--- src/rtl/debounce_multi_if.sv ---
// Button-side signal bundle for debounce_multi: raw inputs in, debounced level and strobes out.
// The release strobe is called rel because release is a reserved word in SystemVerilog.
interface debounce_multi_if #(
   parameter int NUM_BTN = 5
);
   logic [NUM_BTN-1:0] button;
   logic [NUM_BTN-1:0] out;
   logic [NUM_BTN-1:0] press;
   logic [NUM_BTN-1:0] rel;
   logic [NUM_BTN-1:0] hold;
   logic [NUM_BTN-1:0] rpt;

   modport master (
      input  button,
      output out, press, rel, hold, rpt
   );

   modport slave (
      output button,
      input  out, press, rel, hold, rpt
   );
endinterface

--- src/rtl/debounce_multi.sv ---
// N-channel button debouncer with input synchronisers, polarity mask, press/release strobes
// and long-press hold detection with optional auto-repeat.
//
// state      | meaning
// -----------+--------------------------------------------------------------
// ST_IDLE    | debounced level low, or high with no press seen since reset
// ST_WAIT    | pressed, timing towards the hold strobe
// ST_REPEAT  | hold issued, emitting a repeat strobe every REPEAT_CYCLES
// ST_HELD    | hold issued and auto-repeat disabled; silent until release
module debounce_multi #(
   parameter int                 NUM_BTN       = 5,
   parameter int                 DB_CYCLES     = 4000,
   parameter int                 HOLD_CYCLES   = 50000000,
   parameter int                 REPEAT_CYCLES = 10000000,
   parameter logic [NUM_BTN-1:0] ACTIVE_LOW    = '0
) (
   input logic              clock,
   input logic              reset,
   debounce_multi_if.master bus
);

   localparam int DW   = $clog2(DB_CYCLES + 1);
   localparam int HMAX = (HOLD_CYCLES > REPEAT_CYCLES) ? HOLD_CYCLES : REPEAT_CYCLES;
   localparam int HW   = $clog2(HMAX + 1);

   localparam logic [DW-1:0] DB_LOAD   = DW'(DB_CYCLES);
   localparam logic [HW-1:0] HOLD_LOAD = HW'(HOLD_CYCLES - 1);
   localparam logic [HW-1:0] RPT_LOAD  = (REPEAT_CYCLES > 0) ? HW'(REPEAT_CYCLES - 1) : '0;

   typedef enum logic [1:0] {
      ST_IDLE,
      ST_WAIT,
      ST_REPEAT,
      ST_HELD
   } state_t;

   logic [NUM_BTN-1:0] out_v;
   logic [NUM_BTN-1:0] press_v;
   logic [NUM_BTN-1:0] rel_v;
   logic [NUM_BTN-1:0] hold_v;
   logic [NUM_BTN-1:0] rpt_v;

   for (genvar i = 0; i < NUM_BTN; i++) begin : g_ch
      logic          s1;
      logic          s2;
      logic          cand;
      logic          lvl;
      logic [DW-1:0] dcnt;
      logic          settle;
      logic          rise;
      logic          fall;
      logic          press_q;
      logic          rel_q;

      state_t        state;
      state_t        state_nx;
      logic [HW-1:0] hcnt;
      logic [HW-1:0] hcnt_nx;
      logic          hold_q;
      logic          hold_nx;
      logic          rpt_q;
      logic          rpt_nx;

      // dcnt is a down-counter: reloaded on every candidate change, terminal at zero.
      assign settle = (dcnt == '0) && (cand != lvl);
      assign rise   = settle && cand;
      assign fall   = settle && !cand;

      always_ff @(posedge clock) begin
         if (reset) begin
            s1      <= 1'b0;
            s2      <= 1'b0;
            cand    <= 1'b0;
            dcnt    <= '0;
            lvl     <= 1'b0;
            press_q <= 1'b0;
            rel_q   <= 1'b0;
         end else begin
            s1 <= bus.button[i] ^ ACTIVE_LOW[i];
            s2 <= s1;
            if (s2 != cand) begin
               cand <= s2;
               dcnt <= DB_LOAD;
            end else if (dcnt != '0) begin
               dcnt <= dcnt - 1'b1;
            end
            if (settle) begin
               lvl <= cand;
            end
            press_q <= rise;
            rel_q   <= fall;
         end
      end

      always_ff @(posedge clock) begin
         if (reset) begin
            state  <= ST_IDLE;
            hcnt   <= '0;
            hold_q <= 1'b0;
            rpt_q  <= 1'b0;
         end else begin
            state  <= state_nx;
            hcnt   <= hcnt_nx;
            hold_q <= hold_nx;
            rpt_q  <= rpt_nx;
         end
      end

      // A debounced fall overrides everything, so hold/rpt can never share a cycle with rel.
      always_comb begin
         state_nx = state;
         hcnt_nx  = hcnt;
         hold_nx  = 1'b0;
         rpt_nx   = 1'b0;
         if (fall) begin
            state_nx = ST_IDLE;
            hcnt_nx  = '0;
         end else begin
            case (state)
               ST_IDLE: begin
                  if (rise) begin
                     state_nx = ST_WAIT;
                     hcnt_nx  = HOLD_LOAD;
                  end
               end
               ST_WAIT: begin
                  if (hcnt == '0) begin
                     hold_nx = 1'b1;
                     if (REPEAT_CYCLES != 0) begin
                        state_nx = ST_REPEAT;
                        hcnt_nx  = RPT_LOAD;
                     end else begin
                        state_nx = ST_HELD;
                     end
                  end else begin
                     hcnt_nx = hcnt - 1'b1;
                  end
               end
               ST_REPEAT: begin
                  if (hcnt == '0) begin
                     rpt_nx  = 1'b1;
                     hcnt_nx = RPT_LOAD;
                  end else begin
                     hcnt_nx = hcnt - 1'b1;
                  end
               end
               ST_HELD: begin
                  state_nx = ST_HELD;
               end
               default: begin
                  state_nx = ST_IDLE;
                  hcnt_nx  = '0;
               end
            endcase
         end
      end

      assign out_v[i]   = lvl;
      assign press_v[i] = press_q;
      assign rel_v[i]   = rel_q;
      assign hold_v[i]  = hold_q;
      assign rpt_v[i]   = rpt_q;
   end

   assign bus.out   = out_v;
   assign bus.press = press_v;
   assign bus.rel   = rel_v;
   assign bus.hold  = hold_v;
   assign bus.rpt   = rpt_v;

endmodule

--- src/flat_wrapper.sv ---
// flat-port wrapper written by rule: the top's interface ports become plain ports
module debounce_multi_flat 
#(
   parameter int                 NUM_BTN       = 5,
   parameter int                 DB_CYCLES     = 4000,
   parameter int                 HOLD_CYCLES   = 50000000,
   parameter int                 REPEAT_CYCLES = 10000000,
   parameter logic [NUM_BTN-1:0] ACTIVE_LOW    = '0
)
  (clock, reset, bus_button, bus_out, bus_press, bus_rel, bus_hold, bus_rpt);
  debounce_multi_if #(.NUM_BTN(NUM_BTN)) bus_i ();
  input logic clock;
  input logic reset;
  input wire logic [$bits(bus_i.button)-1:0] bus_button;
  output wire logic [$bits(bus_i.out)-1:0] bus_out;
  output wire logic [$bits(bus_i.press)-1:0] bus_press;
  output wire logic [$bits(bus_i.rel)-1:0] bus_rel;
  output wire logic [$bits(bus_i.hold)-1:0] bus_hold;
  output wire logic [$bits(bus_i.rpt)-1:0] bus_rpt;
  assign bus_i.button = bus_button;
  assign bus_out = bus_i.out;
  assign bus_press = bus_i.press;
  assign bus_rel = bus_i.rel;
  assign bus_hold = bus_i.hold;
  assign bus_rpt = bus_i.rpt;
  debounce_multi #(.NUM_BTN(NUM_BTN), .DB_CYCLES(DB_CYCLES), .HOLD_CYCLES(HOLD_CYCLES), .REPEAT_CYCLES(REPEAT_CYCLES), .ACTIVE_LOW(ACTIVE_LOW)) u_core (.clock(clock), .reset(reset), .bus(bus_i));
endmodule
--- config.mk ---
export PLATFORM = sky130hd
export DESIGN_NAME = debounce_multi_flat
export DESIGN_NICKNAME = d
export VERILOG_FILES = /design/src/rtl/debounce_multi_if.sv /design/src/rtl/debounce_multi.sv /design/src/flat_wrapper.sv
export SDC_FILE = /design/constraint.sdc
export NUM_CORES = 1
export LEC_CHECK = 0
export ABC_AREA = 0
export ABC_CLOCK_PERIOD_IN_PS = 4200
export CORE_AREA = 2 2 172 124
export DETAILED_ROUTE_END_ITERATION = 6
export DIE_AREA = 0 0 174 126
export PLACE_DENSITY = 0.8
export SLEW_MARGIN = 20
export SYNTH_ARGS = -nofsm -noshare
export SYNTH_HDL_FRONTEND = slang
export SYNTH_SLANG_ARGS = --single-unit
export TNS_END_PERCENT = 30
--- constraint.sdc ---
create_clock -name clock -period 4.2 [get_ports clock]
set_input_delay 0.42 -clock clock [delete_from_list [all_inputs] [get_ports clock]]
set_output_delay 0.42 -clock clock [all_outputs]
set_load 0.01 [all_outputs]
==> results.py <==
metrics = {
    "critical_path": {
        "path_max_fanout": 25,
        "end_kind": "flip-flop",
        "cp.arrival_ns": 3.55,
        "ff2ff_path_depth": 9,
        "cp_top_family": "simple AND/OR/NAND/NOR gates",
        "worstReg2RegEnd": "u_core.g_ch[4].hcnt[18]",
        "cp_num_buf_inv": 2,
        "cp_slowest_cell": "or4b_2",
        "worstPathCellList": "inv_1 -> ha_1 -> or4b_2 -> or3_1 -> o22ai_2 -> buf_4 -> and2_1 -> nand3_1 -> o41ai_1",
        "rrSetupSlack_ns": 1.06,
        "r2r_start": "u_core.g_ch[4].dcnt[0]",
        "cp-start-kind": "flip-flop",
        "cp.required_ns": 4.61,
        "critical_path_class": "flip-flop to flip-flop",
        "slowest_delay_ns": 0.69,
    },
    "cells_and_area": {
        "num_antenna_cells": 0,
        "fillCellCount": 1693,
        "utilization": 0.646,
        "drive_above_1_share": 0.0545,
        "area_growth_pct": 9.53,
        "nets": 1462,
        "fin_area_um2": 13100,
    },
    "logic_synthesis": {
        "async_flop_share": 0,
        "synthTopCellsByArea": "dfxtp_1 40%, a21oi_1 5.8%, nor2_1 5.0%",
        "synth_cells": 1427,
        "yosys.area.top_type_share": 0.402,
        "syn_nets": 1477,
        "synth_top_area_cell": "dfxtp_1",
        "ys_seq_elements": 240,
        "syn_avg_cell_area_um2": 8.37,
        "synth_edf_count": 0,
        "synth_commonest_cells": "240 x dfxtp_1, 158 x nor2_1, 138 x a21oi_1, 89 x nor3_1, 64 x o21ai_0",
        "yosysWarnings": 0,
        "ys_seq_area_frac": 0.402,
        "ys.flop_type": "dfxtp_1",
        "synth_area_um2": 12000,
        "yosysMostFrequentCell": "dfxtp_1",
        "synthDistinctLibCells": 67,
    },
    "route": {
        "drt_iter0_drc": 1032,
        "drc": 0,
        "wl_um": 26000,
        "detail_route.first_pass.iterations": 5,
        "antenna_left": 0,
        "vias": 10400,
        "avgRoutedWirePerCell_um": 15.2,
        "viasPerCell": 6.09,
    },
    "clock_network": {
        "cts_max_level": 1,
        "cts-root-buf": "clkbuf_16",
        "postCtsResizedCells": 0,
        "tritoncts": "done",
        "cts_max_path_buffers": 3,
        "postCtsSetupBuffers": 0,
        "cts_hold_buf": 0,
        "clock_latency_ns": 0.51,
        "cts_inserted_buffers": 25,
        "clk_pin_slew_ns": 0.06,
        "clock-sinks": 240,
    },
    "timing": {
        "slew_headroom": 0.302,
        "fin_crit_ns": 3.14,
        "slew_violations": 0,
        "rsz0062_at_grt": "false",
        "finalHoldViolCount": 0,
        "setup_viol": 0,
        "final.period_utilization": 0.748,
        "fin_worst_skew_ns": 0.0110,
        "tightest_slew_ns": 1.04,
        "fmax_mhz": 318,
        "fin_tns_setup_ns": 0,
    },
    "floorplan": {
        "ios": 32,
        "die_area_um2": 21900,
        "die_width_um": 174,
        "initial_core_util": 0.590,
        "row_count": 44,
        "core_um2": 20300,
        "die_h_um": 126,
    },
    "global_route": {
        "grt_pass1_vias": 9374,
        "grt_start_max_net_pins": 42,
        "grt-ovfl-total": 0,
        "grt_usage": 0.232,
        "antenna_found_initial": 0,
        "grt_pass1_wl_um": 44300,
    },
    "hold_path": {
        "worstHoldStart": "u_core.g_ch[3].s1",
        "hold_depth": 1,
        "worstHoldEndpoint": "u_core.g_ch[3].s2",
        "hp-class": "flip-flop to flip-flop",
    },
    "placed_design": {
        "numPortBuffers": 31,
        "hpwl_um": 17800,
        "gp_congestion": 0.874,
        "place_area_um2": 12300,
    },
    "status": {
        "status": "completed",
    },
    "run": {
        "maxCapViolCount": 0,
    },
}
[cell usage in the layout, fill, tap and decap left out, drive strengths merged, types with 4 or more instances in the layout]
cell type and count:
or4 41, nand2b 42, clkinv 7, mux2i 8, clkdlybuf4s50 30, nand3b 5
or2 10, inv 50, and2 5, o41ai 7, nand4 10, nand2 63
nor4b 7, or3 23, nor3 90, nor2 158, and3 13, buf 13
o21ai 71, dfxtp 240, nor4 47, o31ai 16, a22oi 4, nor3b 6
or4b 4, ha 43, clkbuf 35, a211oi 21, nand3 24, xor2 26
a31oi 11, xnor2 47, a311oi 50, nor2b 26, a21oi 138
[through the flow]
step / setup WS, ns / hold slack [ns] / instances
2_1_floorplan: 1.54 / 0.414 / 1427
3_3_place_gp: 1.19 / 0.420 / 1661
3_5_place_dp: 1.07 / 0.424 / 1661
4_1_cts: 1.05 / 0.438 / 1706
5_1_grt: 0.869 / 0.449 / 1706
6_report: 1.06 / 0.439 / 1706
[flip-flops by register name, summed over array words and instances, names as in the netlist]
| name | count |
|---|---|
| u_core.g_ch.lvl | 5 |
| u_core.g_ch.rel_q | 5 |
| u_core.g_ch.press_q | 5 |
| u_core.g_ch.state | 10 |
| u_core.g_ch.dcnt | 60 |
| u_core.g_ch.hold_q | 5 |
| u_core.g_ch.s2 | 5 |
| u_core.g_ch.hcnt | 130 |
| u_core.g_ch.rpt_q | 5 |
| u_core.g_ch.s1 | 5 |
| u_core.g_ch.cand | 5 |
[worst max path at each step]
| stage | slack, ns | depth (start not counted) | endpoint | from |
|---|---|---|---|---|
| after global placement | 1.19 | 7 | u_core.g_ch[0].hcnt[3] | u_core.g_ch[0].dcnt[0] |
| after CTS | 1.05 | 7 | u_core.g_ch[0].hcnt[6] | u_core.g_ch[0].dcnt[0] |
| final | 1.06 | 9 | u_core.g_ch[4].hcnt[18] | u_core.g_ch[4].dcnt[0] |
| after floorplan | 1.54 | 9 | u_core.g_ch[0].state[0] | u_core.g_ch[0].hcnt[0] |
| after detailed placement | 1.07 | 7 | u_core.g_ch[0].hcnt[5] | u_core.g_ch[0].dcnt[0] |
| after global routing | 0.87 | 8 | u_core.g_ch[0].hcnt[19] | u_core.g_ch[0].dcnt[0] |
[layer usage]
| metal | up-vias | track usage | share of wire |
|---|---|---|---|
| li1 | 5176 | - | - |
| met1 | 4848 | 0.345 | 0.49 |
| met2 | 325 | 0.360 | 0.43 |
| met3 | 34 | 0.0356 | 0.063 |
| met4 | 0 | 0.0465 | 0.015 |
| met5 | - | 0 | 0 |
[worst register-to-register path: cells and delay by family (launching register included)]
| family | cells | cell delay (ns) |
|---|---|---|
| AOI/OAI and AO/OA | 2 | 0.42 |
| adders and majority gates | 1 | 0.16 |
| buffers and inverters | 2 | 0.37 |
| DFF | 1 | 0.32 |
| and+or+nand+nor | 4 | 1.78 |
[final cells by class]
cell class / count / area [µm²] / share of cell area
inverters: 50 / 188 / 0.0143
clock buffers: 35 / 703 / 0.0537
clock inverters: 10 / 114 / 0.00870
flip-flops and latches: 240 / 4800 / 0.367
well taps: 276 / 345 / 0.0264
multi-input cells: 1052 / 6540 / 0.500
repair buffers: 43 / 395 / 0.0302
[cells by family (layout without fill, tap and decap cells)]
family                   after synthesis  in the layout  synth area share
AO/OA/AOI/OAI                        347            347             0.183
XOR/XNOR                              73             73            0.0535
adder cells (fa/ha/maj)               43             43            0.0450
buffers and inverters                135            138            0.0511
flip-flops                           240            240             0.402
multiplexers                           8              8           0.00670
AND/OR/NAND/NOR                      581            581             0.259
Power is not shown: default switching activity piles up to over one toggle a cycle in this logic, so the estimate is an artifact.
